==> src/rtl/sram_dp_be_pkg.sv <==
// Shared constants for the byte-enable dual-port SRAM: enable levels, reset level,
// and the address-index width helper.
package sram_dp_be_pkg;

  localparam logic ChipEnable  = 1'b1;
  localparam logic WriteEnable = 1'b1;
  localparam logic ReadEnable  = 1'b1;
  localparam logic RstActive   = 1'b0;

  // Index width that addresses DATA_DEPTH words; never below one bit.
  function automatic int idx_width(input int depth);
    return (depth > 1) ? $clog2(depth) : 1;
  endfunction

endpackage

==> src/rtl/sram_be_merge.sv <==
// Combinational byte-lane merge: lanes with wbe[k]=1 take new_word, the rest keep old_word.
module sram_be_merge #(
  parameter int DATA_WIDTH = 32,
  parameter int BYTE_WIDTH = 8
) (
  input  logic [DATA_WIDTH-1:0]            old_word,
  input  logic [DATA_WIDTH-1:0]            new_word,
  input  logic [DATA_WIDTH/BYTE_WIDTH-1:0] wbe,
  output logic [DATA_WIDTH-1:0]            merged
);
  import sram_dp_be_pkg::*;

  localparam int NB = DATA_WIDTH / BYTE_WIDTH;

  // Per-lane select between the stored and the incoming byte.
  always_comb begin
    merged = old_word;
    for (int k = 0; k < NB; k++) begin
      if (wbe[k]) begin
        merged[k*BYTE_WIDTH +: BYTE_WIDTH] = new_word[k*BYTE_WIDTH +: BYTE_WIDTH];
      end else begin
        merged[k*BYTE_WIDTH +: BYTE_WIDTH] = old_word[k*BYTE_WIDTH +: BYTE_WIDTH];
      end
    end
  end

endmodule

==> src/rtl/sram_dp_be.sv <==
// Simple dual-port SRAM with byte-lane write enables and read latency 1 or 2 (OUT_REG).
// Define SRAM_BYPASS_EN for write-first collisions; read-first otherwise.
module sram_dp_be #(
  parameter int ADDR_WIDTH = 4,
  parameter int DATA_WIDTH = 32,
  parameter int DATA_DEPTH = 16,
  parameter int BYTE_WIDTH = 8,
  parameter int OUT_REG    = 0
) (
  input  logic                            clk,
  input  logic                            rst,
  input  logic                            ce,
  input  logic [ADDR_WIDTH-1:0]           raddr,
  input  logic                            re,
  output logic [DATA_WIDTH-1:0]           rdata,
  output logic                            rvalid,
  input  logic [ADDR_WIDTH-1:0]           waddr,
  input  logic                            we,
  input  logic [DATA_WIDTH/BYTE_WIDTH-1:0] wbe,
  input  logic [DATA_WIDTH-1:0]           wdata
);
  import sram_dp_be_pkg::*;

  localparam int IDXW      = idx_width(DATA_DEPTH);
  localparam int MEM_WORDS = 2 ** IDXW;

  logic [DATA_WIDTH-1:0] mem_r [MEM_WORDS];
  logic [DATA_WIDTH-1:0] wmerged_s;
  logic [DATA_WIDTH-1:0] rd_word_s;
  logic [DATA_WIDTH-1:0] s1_data_r;
  logic                  s1_valid_r;
  logic [IDXW-1:0]       widx_s;
  logic [IDXW-1:0]       ridx_s;
  logic                  waddr_ok_s;
  logic                  raddr_ok_s;
  logic                  wr_en_s;
  logic                  rd_en_s;

  // Addresses at or above DATA_DEPTH never touch the array.
  assign waddr_ok_s = (32'(waddr) < 32'(DATA_DEPTH));
  assign raddr_ok_s = (32'(raddr) < 32'(DATA_DEPTH));
  assign widx_s     = waddr[IDXW-1:0];
  assign ridx_s     = raddr[IDXW-1:0];
  assign wr_en_s    = (ce == ChipEnable) && (we == WriteEnable) && waddr_ok_s;
  assign rd_en_s    = (ce == ChipEnable) && (re == ReadEnable);

  sram_be_merge #(
    .DATA_WIDTH (DATA_WIDTH),
    .BYTE_WIDTH (BYTE_WIDTH)
  ) u_merge (
    .old_word (mem_r[widx_s]),
    .new_word (wdata),
    .wbe      (wbe),
    .merged   (wmerged_s)
  );

  // Read word selection, including the optional same-address bypass.
  always_comb begin
    rd_word_s = {DATA_WIDTH{1'b0}};
    if (!raddr_ok_s) begin
      rd_word_s = {DATA_WIDTH{1'b0}};
    end
`ifdef SRAM_BYPASS_EN
    else if (wr_en_s && (waddr == raddr)) begin
      rd_word_s = wmerged_s;
    end
`endif
    else begin
      rd_word_s = mem_r[ridx_s];
    end
  end

  // Memory array: cleared on reset, byte-merged update on write.
  always_ff @(posedge clk) begin
    if (rst == RstActive) begin
      for (int i = 0; i < MEM_WORDS; i++) begin
        mem_r[i] <= {DATA_WIDTH{1'b0}};
      end
    end else if (wr_en_s) begin
      mem_r[widx_s] <= wmerged_s;
    end
  end

  // Stage 1: capture the read word; data holds when no read is accepted.
  always_ff @(posedge clk) begin
    if (rst == RstActive) begin
      s1_data_r  <= {DATA_WIDTH{1'b0}};
      s1_valid_r <= 1'b0;
    end else begin
      s1_valid_r <= rd_en_s;
      if (rd_en_s) begin
        s1_data_r <= rd_word_s;
      end
    end
  end

  generate
    if (OUT_REG != 0) begin : g_out_reg
      logic [DATA_WIDTH-1:0] s2_data_r;
      logic                  s2_valid_r;

      // Stage 2 runs regardless of ce so an in-flight read always completes.
      always_ff @(posedge clk) begin
        if (rst == RstActive) begin
          s2_data_r  <= {DATA_WIDTH{1'b0}};
          s2_valid_r <= 1'b0;
        end else begin
          s2_valid_r <= s1_valid_r;
          if (s1_valid_r) begin
            s2_data_r <= s1_data_r;
          end
        end
      end

      assign rdata  = s2_data_r;
      assign rvalid = s2_valid_r;
    end else begin : g_out_direct
      assign rdata  = s1_data_r;
      assign rvalid = s1_valid_r;
    end
  endgenerate

endmodule
==> config.mk <==
export PLATFORM = sky130hd
export DESIGN_NAME = sram_dp_be
export DESIGN_NICKNAME = d
export VERILOG_FILES = /design/src/rtl/sram_dp_be_pkg.sv /design/src/rtl/sram_be_merge.sv /design/src/rtl/sram_dp_be.sv
export SDC_FILE = /design/constraint.sdc
export NUM_CORES = 1
export LEC_CHECK = 0
export ABC_AREA = 0
export BUFFER_PORTS_ARGS = -buffer_cell sky130_fd_sc_hd__buf_4
export CORE_MARGIN = 8
export CORE_UTILIZATION = 50
export DETAILED_ROUTE_END_ITERATION = 10
export PLACE_DENSITY = 0.69
export SLEW_MARGIN = 20
export SYNTH_ARGS = -nofsm -noshare
export SYNTH_HDL_FRONTEND = slang
export SYNTH_SLANG_ARGS = --single-unit
==> constraint.sdc <==
create_clock -name clk -period 2.15 [get_ports clk]
set_input_delay 0.3225 -clock clk [delete_from_list [all_inputs] [get_ports clk]]
set_output_delay 0.3225 -clock clk [all_outputs]
set_load 0.01 [all_outputs]
Word-level counts from Yosys, hierarchy flattened --
Memory sizes are Yosys's and may differ from the RTL's. A register that Yosys moved wholly into a read port is not among the register bits. Cells that the tools add are included.
Storage, ports and cells: input bits 49, bits in writable memories 512, logic and storage cells 25, flip-flop bits (word level) 1, output and inout port bits 33, memories 1
Operators by class: multiplexer cells 11, eq/ne operators 4, reduce and logical (&&, ||, !) cells 8
Memory list:
- mem_r | depth 16, width 32, read ports 1, clocked after Yosys merged registers in 1, wr ports 16, RTL line sram_dp_be.sv:27 | logic [DATA_WIDTH-1:0] mem_r [MEM_WORDS];
Operators with widths (number):
- $mux W32 | 1
- $mux W8 | 4
- $reduce_or A32 Y1 | 1
- $mux W4 | 2
- $reduce_and A2 Y1 | 4
- $mux W1 | 4
- $ne A1 B1 Y1 const B | 4
- $logic_and A1 B1 Y1 | 2
- $logic_not A1 Y1 | 1

Longest topological paths before layout --
depth after elaboration 7, mapped depth 8, depth with buffers taken out 4

Hierarchy --
From an unflattened synthesis, not the netlist that was laid out.
Unflattened totals: cells, all modules 1798, area total of the unflattened synthesis 28433.5 sq um
Modules (own cells, without submodules):
- sram_dp_be | cells each 1762, times used 1, sequential area each 16035.4 sq um, area an instance 27908.0 sq um
- sram_be_merge | cells each 36, times used 1, sequential area each 0.0 sq um, area an instance 525.5 sq um

Least setup slack after synthesis --
OpenSTA, ideal clock, no wires.
kind in2reg, from input port ce, to memory mem_r[13][10], enable pin, required time 1.766 ns, arrival 1.473 ns, cell stages on the path 4, buffers on the path 1, library setup time 0.384 ns, path slack 0.293 ns, cells stage by stage and3_1 > nand2_1 > clkbuf_1 > o21ai_0
RTL lines:
- start: declaration | RTL line sram_dp_be.sv:12 | input logic ce,
- end: declaration | RTL line sram_dp_be.sv:27

==> impl_metrics.sql <==
INSERT INTO impl_metrics (metric_group, metric, value, unit) VALUES
('setup_path', 'cp_max_fo', '1', ''),
('routing', 'drc_errors_left', '0', ''),
('setup_path', 'critical_path_launch_point_type', 'register', ''),
('routing', 'detail_route.wl_per_cell', '23.6', 'microns'),
('hold_path', 'min-delay-start', 'rst', ''),
('finish', 'filler_cell_count', '3677', ''),
('synth', 'ys_seq_area_share', '65.1', '%'),
('global_routing', 'grt_first_pass_wirelength', '90.3', 'mm'),
('setup_path', 'path_delay_family', 'multiplexers', ''),
('synth', 'synthArstFlopShare', '0', '%'),
('setup_path', 'type_of_the_worst_setup_path', 'reg -> reg', ''),
('die', 'floorplan.io_pins', '82', ''),
('setup_path', 'worst-endpoint-arrival', '2.12', 'ns'),
('clock_network', 'clkLatencyLatePin', '0.62', 'ns'),
('sta', 'final-hold-violation-count', '0', ''),
('sta', 'fin_setup_tns', '0', 'ns'),
('synth', 'synth_top_cell_by_area', 'sky130_fd_sc_hd__edfxtp_1', ''),
('finish', 'seq_area', '16000', 'sq um'),
('routing', 'detail_route.wirelength', '59.4', 'mm'),
('synth', 'synth_warn', '0', ''),
('synth', 'synth.cell_area', '24600', 'sq um'),
('routing', 'routed-wl-met2', '29.3', 'mm'),
('clock_network', 'postCtsSetupRepairBufs', '0', ''),
('die', 'core-area', '48700', 'sq um'),
('die', 'starting_utilization_of_the_core_area', '50.5', '%'),
('global_routing', 'global_route.overflow_total', '0', ''),
('finish', 'finalInstanceArea', '28500', 'sq um'),
('synth', 'nets_in_the_synthesized_netlist', '1696', ''),
('sta', 'final_period_minus_worst_setup_slack', '1.61', 'ns'),
('global_routing', 'initial_antenna_violation_count', '3', ''),
('placement', 'place_worst_setup_slack', '-0.0564', 'ns'),
('pwr', 'power.leakage', '10.4', 'nW'),
('synth', 'flip_flop_and_latch_count_after_synthesis', '545', ''),
('sta', 'setup_viol', '0', ''),
('global_routing', 'track_usage', '21.1', '%'),
('sta', 'postLayoutSetupSlackWorst', '0.539', 'ns'),
('run_status', 'run_status', 'finished clean', ''),
('clock_network', 'clock_tree_from_tritoncts', 'built', ''),
('sta', 'clock_skew', '0.0328', 'ns'),
('synth', 'post_synth_main_area_contributors', 'sky130_fd_sc_hd__edfxtp_1 (62%), sky130_fd_sc_hd__and2_1 (13%), sky130_fd_sc_hd__mux4_2 (5.1%)', ''),
('routing', 'route.detailed.vias_per_inst', '5.64', ''),
('placement', 'hpwl', '39.3', 'mm'),
('sta', 'slew_headroom', '33.9', '%'),
('global_routing', 'first_global_vias', '14500', ''),
('global_routing', 'grt_start_max_net_pins', '65', ''),
('hold_path', 'worst_hold_path_depth', '2', ''),
('setup_path', 'regToRegStartpoint', 'mem_r[7][14]', ''),
('clock_network', 'cts-buffers-inserted', '56', ''),
('die', 'placementRows', '81', ''),
('synth', 'count_of_cell_types_in_the_netlist', '29', ''),
('setup_path', 'worst_r2r_dst', 'rdata[14]', ''),
('clock_network', 'clk_root_buffer_cell', 'sky130_fd_sc_hd__clkbuf_16', ''),
('clock_network', 'cts_repair_resize_count', '0', ''),
('setup_path', 'critPathCaptureType', 'register', ''),
('synth', 'syn_area_per_cell', '14.9', 'sq um'),
('clock_network', 'cts.htree.levels', '2', ''),
('finish', 'utilization', '58.4', '%'),
('pwr', 'final_total_pwr', '23.7', 'mW'),
('hold_path', 'worstHoldEndpoint', 'rvalid', ''),
('sta', 'grt_setup_unrepaired', 'false', ''),
('synth', 'synth_enable_flop_cells', '512', ''),
('setup_path', 'cp.required', '2.66', 'ns'),
('routing', 'top_layer', 'met5', ''),
('routing', 'antenna_left', '0', ''),
('clock_network', 'cts-hold-fix-buffers', '0', ''),
('synth', 'synth_top_flop_cell', 'sky130_fd_sc_hd__edfxtp_1', ''),
('die', 'die_w', '238', 'microns'),
('setup_path', 'timing.reg2reg.worst_path_depth', '4', ''),
('synth', 'number_of_instances_in_the_synthesized_netlist', '1647', ''),
('routing', 'via_count', '14200', ''),
('run', 'drv_cap', '0', '');
placed cells by master (no fill, tap or decap), types with 2 or more instances in the layout:
master                       instances
sky130_fd_sc_hd__and2_1            513
sky130_fd_sc_hd__nor2b_1             5
sky130_fd_sc_hd__edfxtp_1          512
sky130_fd_sc_hd__buf_4             188
sky130_fd_sc_hd__clkbuf_8            4
sky130_fd_sc_hd__clkinvlp_4          4
sky130_fd_sc_hd__nor2_1             67
sky130_fd_sc_hd__nand3_1             6
sky130_fd_sc_hd__nand2_1            46
sky130_fd_sc_hd__bufinv_16           5
sky130_fd_sc_hd__o21ai_0            95
sky130_fd_sc_hd__clkbuf_16          58
sky130_fd_sc_hd__mux2_2             31
sky130_fd_sc_hd__mux4_1             39
sky130_fd_sc_hd__mux2i_1            66
sky130_fd_sc_hd__clkinv_1           11
sky130_fd_sc_hd__clkinv_2           14
sky130_fd_sc_hd__dfxtp_1            33
sky130_fd_sc_hd__clkbuf_1            8
sky130_fd_sc_hd__and3_1              2
sky130_fd_sc_hd__a22oi_1            31
sky130_fd_sc_hd__a221oi_1           31
sky130_fd_sc_hd__mux4_2             56
sky130_fd_sc_hd__buf_12             14
how the worst max path moves through the flow:
stage                 startpoint            end  slack (ns)  cells after the start
finish              mem_r[7][14]      rdata[14]        0.54                      4
global placement        raddr[2]      rdata[11]      -0.002                      5
detailed placement      raddr[2]      rdata[10]       -0.06                      6
floorplan                     ce  mem_r[13][10]        0.29                      4
global route        mem_r[7][14]      rdata[14]        0.44                      4
CTS                 mem_r[7][14]      rdata[14]        0.48                      4
area by class of cell:
| type | count | area share, % |
|---|---|---|
| sequential | 545 | 56.3 |
| multi-input combinational | 997 | 28.3 |
| timing repair buffer | 203 | 5.99 |
| clock buffer | 70 | 5.39 |
| tap | 664 | 2.92 |
| clock inverter | 35 | 1.08 |
worst reg2reg max path, cell delays in order (launching register included):
cell	delay [ns]
sky130_fd_sc_hd__edfxtp_1	0.36
sky130_fd_sc_hd__mux4_1	0.56
sky130_fd_sc_hd__mux2_2	0.32
sky130_fd_sc_hd__a22oi_1	0.19
sky130_fd_sc_hd__nand2_1	0.08
layer usage:
metal	track usage, %	vias to the layer above
met5	0	-
met4	5.84	6
met3	3.77	85
met2	35.7	480
met1	27.9	7166
li1	-	6452
registers in the layout, summed over array words and instances (netlist names):
name	count
rdata	32
rvalid	1
mem_r	512
cell families (layout without fill, tap and decap cells):
family / count (synthesis) / in the layout / share of synthesized area, %
flops: 545 / 545 / 65.1
compound gates: 162 / 162 / 4.15
mux: 192 / 192 / 13.4
buf+inv: 105 / 308 / 2.17
simple gates: 643 / 643 / 15.2
stage by stage:
| stage | std cells | hold WS (ns) |
|---|---|---|
| after floorplan | 1647 | 0.485 |
| after global placement | 2409 | 0.479 |
| after detailed placement | 2409 | 0.485 |
| after CTS | 2514 | 0.0780 |
| after global routing | 2514 | 0.106 |
| final | 2514 | 0.102 |
power by group:
| group | switching (mW) | internal (mW) |
|---|---|---|
| Sequential | 0.177 | 12.1 |
| Combinational | 0.955 | 0.736 |
| Clock | 4.05 | 5.64 |
| Total | 5.18 | 18.5 |
Note: power is estimated with default switching activity, not from simulation.
